`src/rtl/window_pkg.sv`:
```
// window_pkg: pixel and 3x3 window widths and types shared by the Mono8 window generator.
package window_pkg;
    localparam int PIX_W = 8;
    localparam int WIN_K = 3;
    localparam int WIN_W = PIX_W * WIN_K * WIN_K;
    typedef logic [PIX_W-1:0] pix_t;
    typedef logic [WIN_W-1:0] win_t;
endpackage

```
`src/rtl/line_buffer_mono8.sv`:
```
// line_buffer_mono8: two-row line buffer, async read and in-place shift on write at one address.
module line_buffer_mono8
    import window_pkg::*;
#(
    parameter int DEPTH = 20
) (
    input  logic                     clk,
    input  logic                     we,
    input  logic [$clog2(DEPTH)-1:0] addr,
    input  logic [PIX_W-1:0]         din,
    output logic [PIX_W-1:0]         q0,
    output logic [PIX_W-1:0]         q1
);
    pix_t lb0 [DEPTH];
    pix_t lb1 [DEPTH];

    assign q0 = lb0[addr];
    assign q1 = lb1[addr];

    // No reset: rows 0-1 of every frame overwrite the contents before any window reads them.
    always_ff @(posedge clk) begin
        if (we) begin
            lb0[addr] <= lb1[addr];
            lb1[addr] <= din;
        end
    end
endmodule

```
`src/rtl/window_3x3_mono8.sv`:
```
// window_3x3_mono8: row-major Mono8 stream to valid-only 3x3 neighbourhoods, one output register.
// Define WINDOW_TLAST_EN to add m_axis_tlast (row-end and frame-end marker).
module window_3x3_mono8
    import window_pkg::*;
#(
    parameter int IN_ROWS = 20,
    parameter int IN_COLS = 20
) (
    input  logic             clk,
    input  logic             srst,
    input  logic             s_axis_tvalid,
    output logic             s_axis_tready,
    input  logic [PIX_W-1:0] s_axis_tdata,
    output logic             m_axis_tvalid,
    input  logic             m_axis_tready,
    output logic [WIN_W-1:0] m_axis_tdata,
`ifdef WINDOW_TLAST_EN
    output logic             m_axis_tlast,
`endif
    output logic             frame_done
);
    localparam int RW = $clog2(IN_ROWS);
    localparam int CW = $clog2(IN_COLS);
    localparam logic [RW-1:0] ROW_LAST = RW'(IN_ROWS - 1);
    localparam logic [CW-1:0] COL_LAST = CW'(IN_COLS - 1);
    localparam logic [RW-1:0] ROW_MIN = RW'(2);
    localparam logic [CW-1:0] COL_MIN = CW'(2);

    logic [RW-1:0] row;
    logic [CW-1:0] col;
    win_t          win_q;
    win_t          win_d;
    pix_t          a0;
    pix_t          a1;
    pix_t          new_col [WIN_K];
    logic          accept;
    logic          emit;
    logic          row_end;
    logic          frame_end;
    logic          out_frame_end;

    assign s_axis_tready = !m_axis_tvalid || m_axis_tready;
    assign accept        = s_axis_tvalid && s_axis_tready;
    assign row_end       = col == COL_LAST;
    assign frame_end     = row_end && row == ROW_LAST;
    assign emit          = accept && row >= ROW_MIN && col >= COL_MIN;
    assign frame_done    = m_axis_tvalid && m_axis_tready && out_frame_end;

    line_buffer_mono8 #(.DEPTH(IN_COLS)) u_lb (
        .clk (clk),
        .we  (accept),
        .addr(col),
        .din (s_axis_tdata),
        .q0  (a0),
        .q1  (a1)
    );

    // Each window row drops its oldest pixel (c=0) and takes the new column entry as c=2.
    always_comb begin
        new_col[0] = a0;
        new_col[1] = a1;
        new_col[2] = s_axis_tdata;
        win_d = win_q;
        for (int r = 0; r < WIN_K; r++)
            win_d[WIN_K*PIX_W*r +: WIN_K*PIX_W] = {new_col[r], win_q[WIN_K*PIX_W*r + PIX_W +: (WIN_K-1)*PIX_W]};
    end

    always_ff @(posedge clk) begin
        if (srst) begin
            row           <= '0;
            col           <= '0;
            win_q         <= '0;
            m_axis_tvalid <= 1'b0;
            m_axis_tdata  <= '0;
            out_frame_end <= 1'b0;
        end else begin
            if (accept) begin
                win_q <= win_d;
                col   <= row_end ? '0 : col + 1'b1;
                row   <= frame_end ? '0 : row_end ? row + 1'b1 : row;
            end
            if (emit) begin
                m_axis_tvalid <= 1'b1;
                m_axis_tdata  <= win_d;
                out_frame_end <= frame_end;
            end else if (m_axis_tready) begin
                m_axis_tvalid <= 1'b0;
            end
        end
    end

`ifdef WINDOW_TLAST_EN
    always_ff @(posedge clk) begin
        if (srst)
            m_axis_tlast <= 1'b0;
        else if (emit)
            m_axis_tlast <= row_end;
    end
`endif
endmodule

```
`config.mk`:
```
export PLATFORM = sky130hd
export DESIGN_NAME = window_3x3_mono8
export DESIGN_NICKNAME = d
export VERILOG_FILES = /design/src/rtl/window_pkg.sv /design/src/rtl/line_buffer_mono8.sv /design/src/rtl/window_3x3_mono8.sv
export SDC_FILE = /design/constraint.sdc
export NUM_CORES = 1
export LEC_CHECK = 0
export BUFFER_PORTS_ARGS = -buffer_cell sky130_fd_sc_hd__buf_4
export CORE_UTILIZATION = 50
export DETAILED_ROUTE_END_ITERATION = 6
export PLACE_DENSITY = 0.68
export SETUP_SLACK_MARGIN = 0.4
export SYNTH_ARGS = -nofsm -noshare
export SYNTH_HDL_FRONTEND = slang
export SYNTH_SLANG_ARGS = --single-unit
```
`constraint.sdc`:
```
create_clock -name clk -period 4.8 [get_ports clk]
set_clock_uncertainty 0.05 [all_clocks]
set_input_delay 0.96 -clock clk [delete_from_list [all_inputs] [get_ports clk]]
set_output_delay 0.96 -clock clk [all_outputs]
set_load 0.02 [all_outputs]
```
==> metrics.txt <==
# setup viols final 0; xor/xnor cell area share of the yosys netlist 0.09967%; Worst Path Required 4.86 ns; Place WS 1.315 ns; CTS tree yes; num rows 68; largest net degree at the start of global routing 92; clk sinks 457; Post-synth top cells edfxtp_1 (320), dfxtp_1 (137), mux2i_1 (128); via count 10910; internal reg-to-reg setup slack 1.20 ns; final WL 42.81 mm; DR WL/cell 23.79 um; footprint of the multi-input gates 0.004761 sq mm; Syn Inst Count 1242; GP Congestion 0.8167; yosys warns 0; largest family of logic cells by synthesized area compound AO/OA/AOI/OAI gates; R2R cell count 5; CP Capture Point u_lb.lb0[6][1]; cell taking the most area after synthesis edfxtp_1; Worst setup SP type flip-flop; PwrDens 407.3 mW/mm^2; Area Growth Syn to Fin 13.66%; antenna viol nets, final 0; GR Util All Layers 23.86%; multiplexer share of the synthesized area 9.340%; fraction of the mapped netlist area in compound gates 10.20%; FF+latch count, synth 457; vias in the first global route 10440; cell leakage power 6.464 nW; dominant cells by area after synthesis edfxtp_1 (55%), dfxtp_1 (16%), mux2i_1 (7.3%), a21oi_1 (2.8%), nand2_1 (2.2%); critical path capture point type flip-flop; Core Area 0.03454 sq mm; relative slew slack 27.83%; Die Y 189.5 um; initial DRC count 1042; Post-Syn Area 0.01758 sq mm; Simple-Gate Fraction of Synth Area 6.920%; Max Fclk 277.6 MHz; Seq/Total Area, Yosys 70.28%; CTS Buffer Depth 3; M2 GR Usage 38.88%; Reg area 0.01236 sq mm; antenna violations before repair 0; CTS buffer count 46; RSZ-0062 raised after global routing false; hpwl dp 25.67 mm; maximum vdd drop 0.2761 mV; setup ws final 1.197 ns; Worst-path clk slew 0.06 ns; Port Buf Inserts 86; ys flop type edfxtp_1; Crit Reg-Reg Endpoint u_lb.lb0[6][1]; Synth top area share 54.67%; post-layout min period 3.603 ns; DRC viols 0; post-cts resize count 0; Die Area 0.03590 sq mm; Die X 189.5 um; # H-tree levels 2; share of layout cells above drive strength 1 16.59%; number of setup buffers added after CTS 0; GRT met3 Usage 4.319%; Via density 6.062; DRT Pass-1 Iters 5; Mapped Nets 1260; Critical Path Fanout Max 20; Tcrit/Tclk final 75.06%; GR peak layer met2; GR met1 Demand/Resource 31.71%; Synth cell types 47; final hold violation count 0; I/O pin cnt 87; Max Cap Viol 0; filler instances 2737; number of synthesized flops with an enable pin 320; Worst Max-Slew Pin Slew 1.083 ns; Adder-Cell Fraction of Synth Area 0.4271%; status finished, final reports clean; first-pass GRT wire length 63.62 mm; grt ovf 0; Starting Density 50.88%; critical path type reg -> reg; clock root cell clkbuf_16; Post-CTS Hold Buffers 0; setup TNS 0 ns; post-layout net count 1329; most instantiated library cell after synthesis edfxtp_1; Worst Hold Class reg -> reg; number of antenna diodes 0; critical path data arrival time 3.66 ns; ys async rst share 0%; fin. max-slew vios 0; syn avg cell area 14.15 sq um; worst skew pair latency 0.55 ns
[stage by stage]
stage          utilization [%]  total power (W)  hold WS [ns]  cells  cell area [sq um]
6_report                 57.83         0.008136        0.4065   1799              19980
5_1_grt                  57.83         0.008356        0.4229   1799              19980
4_1_cts                  57.83         0.008173        0.4050   1799              19980
3_5_place_dp             53.77         0.004848        0.3970   1718              18570
3_3_place_gp             53.77         0.004838        0.3928   1718              18570
2_1_floorplan                -         0.004687        0.3866   1242              17580
[worst max-delay path, stage by stage, from the launching register on]
cell       delay, ns
dfxtp_1         0.68
buf_4           0.28
nand4bb_1       0.59
o22ai_1         0.15
a211oi_1        0.75
nand2_1         0.66
[cell type report]
cell class | count | area share (%)
multi-input combinational | 687 | 23.83
timing repair buffer | 114 | 4.347
inverter | 5 | 0.09395
clock inverter | 18 | 0.6890
tap | 455 | 2.850
sequential | 457 | 61.85
clock buffer | 63 | 6.338
[registers in the layout, indices dropped and copies added (netlist names), named ones only]
name / flops
u_lb.lb1: 160
win_q: 48
col: 5
row: 5
m_axis_tvalid: 1
out_frame_end: 1
u_lb.lb0: 160
m_axis_tdata: 72
[placed cells by master (no fill, tap or decap), types with 14 or more instances in the layout]
cell,n
mux4_2,16
nand3_1,71
a211oi_1,14
clkbuf_16,47
a22oi_1,25
dfxtp_1,136
nor2_1,31
o22ai_1,32
mux2i_1,128
a311oi_1,27
a21oi_1,100
o21ai_1,20
nand2_1,101
o21ai_0,40
buf_4,113
edfxtp_1,320
[per-layer routing]
layer,vias up,wire length [um]
met5,-,0
met4,0,1489
met3,94,3241
met2,426,20680
met1,5496,17390
li1,4890,-
[kinds of logic (layout without fill, tap and decap cells)]
family,Yosys count,count (layout)
flops,457,457
compound gates,282,282
simple gates,253,253
mux,144,144
buf+inv,98,200
fa+ha+maj,6,6
xor+xnor,2,2
[worst min path at each step]
stage	from	end	slack [ns]	cells past startpoint
floorplan	win_q[10]	win_q[10]	0.39	2
global placement	win_q[8]	win_q[8]	0.39	2
detailed placement	win_q[36]	win_q[36]	0.40	2
CTS	win_q[36]	win_q[36]	0.40	2
global route	win_q[36]	win_q[36]	0.42	2
finish	win_q[59]	win_q[59]	0.41	2
[power breakdown]
part	switching (W)	total (W)	internal, W
clock	0.00143	0.00337	0.00194
sequential	0.0000461	0.00435	0.00430
combinational	0.000300	0.000416	0.000116
total	0.00177	0.00814	0.00636
Note: power is estimated with default switching activity, not from simulation.
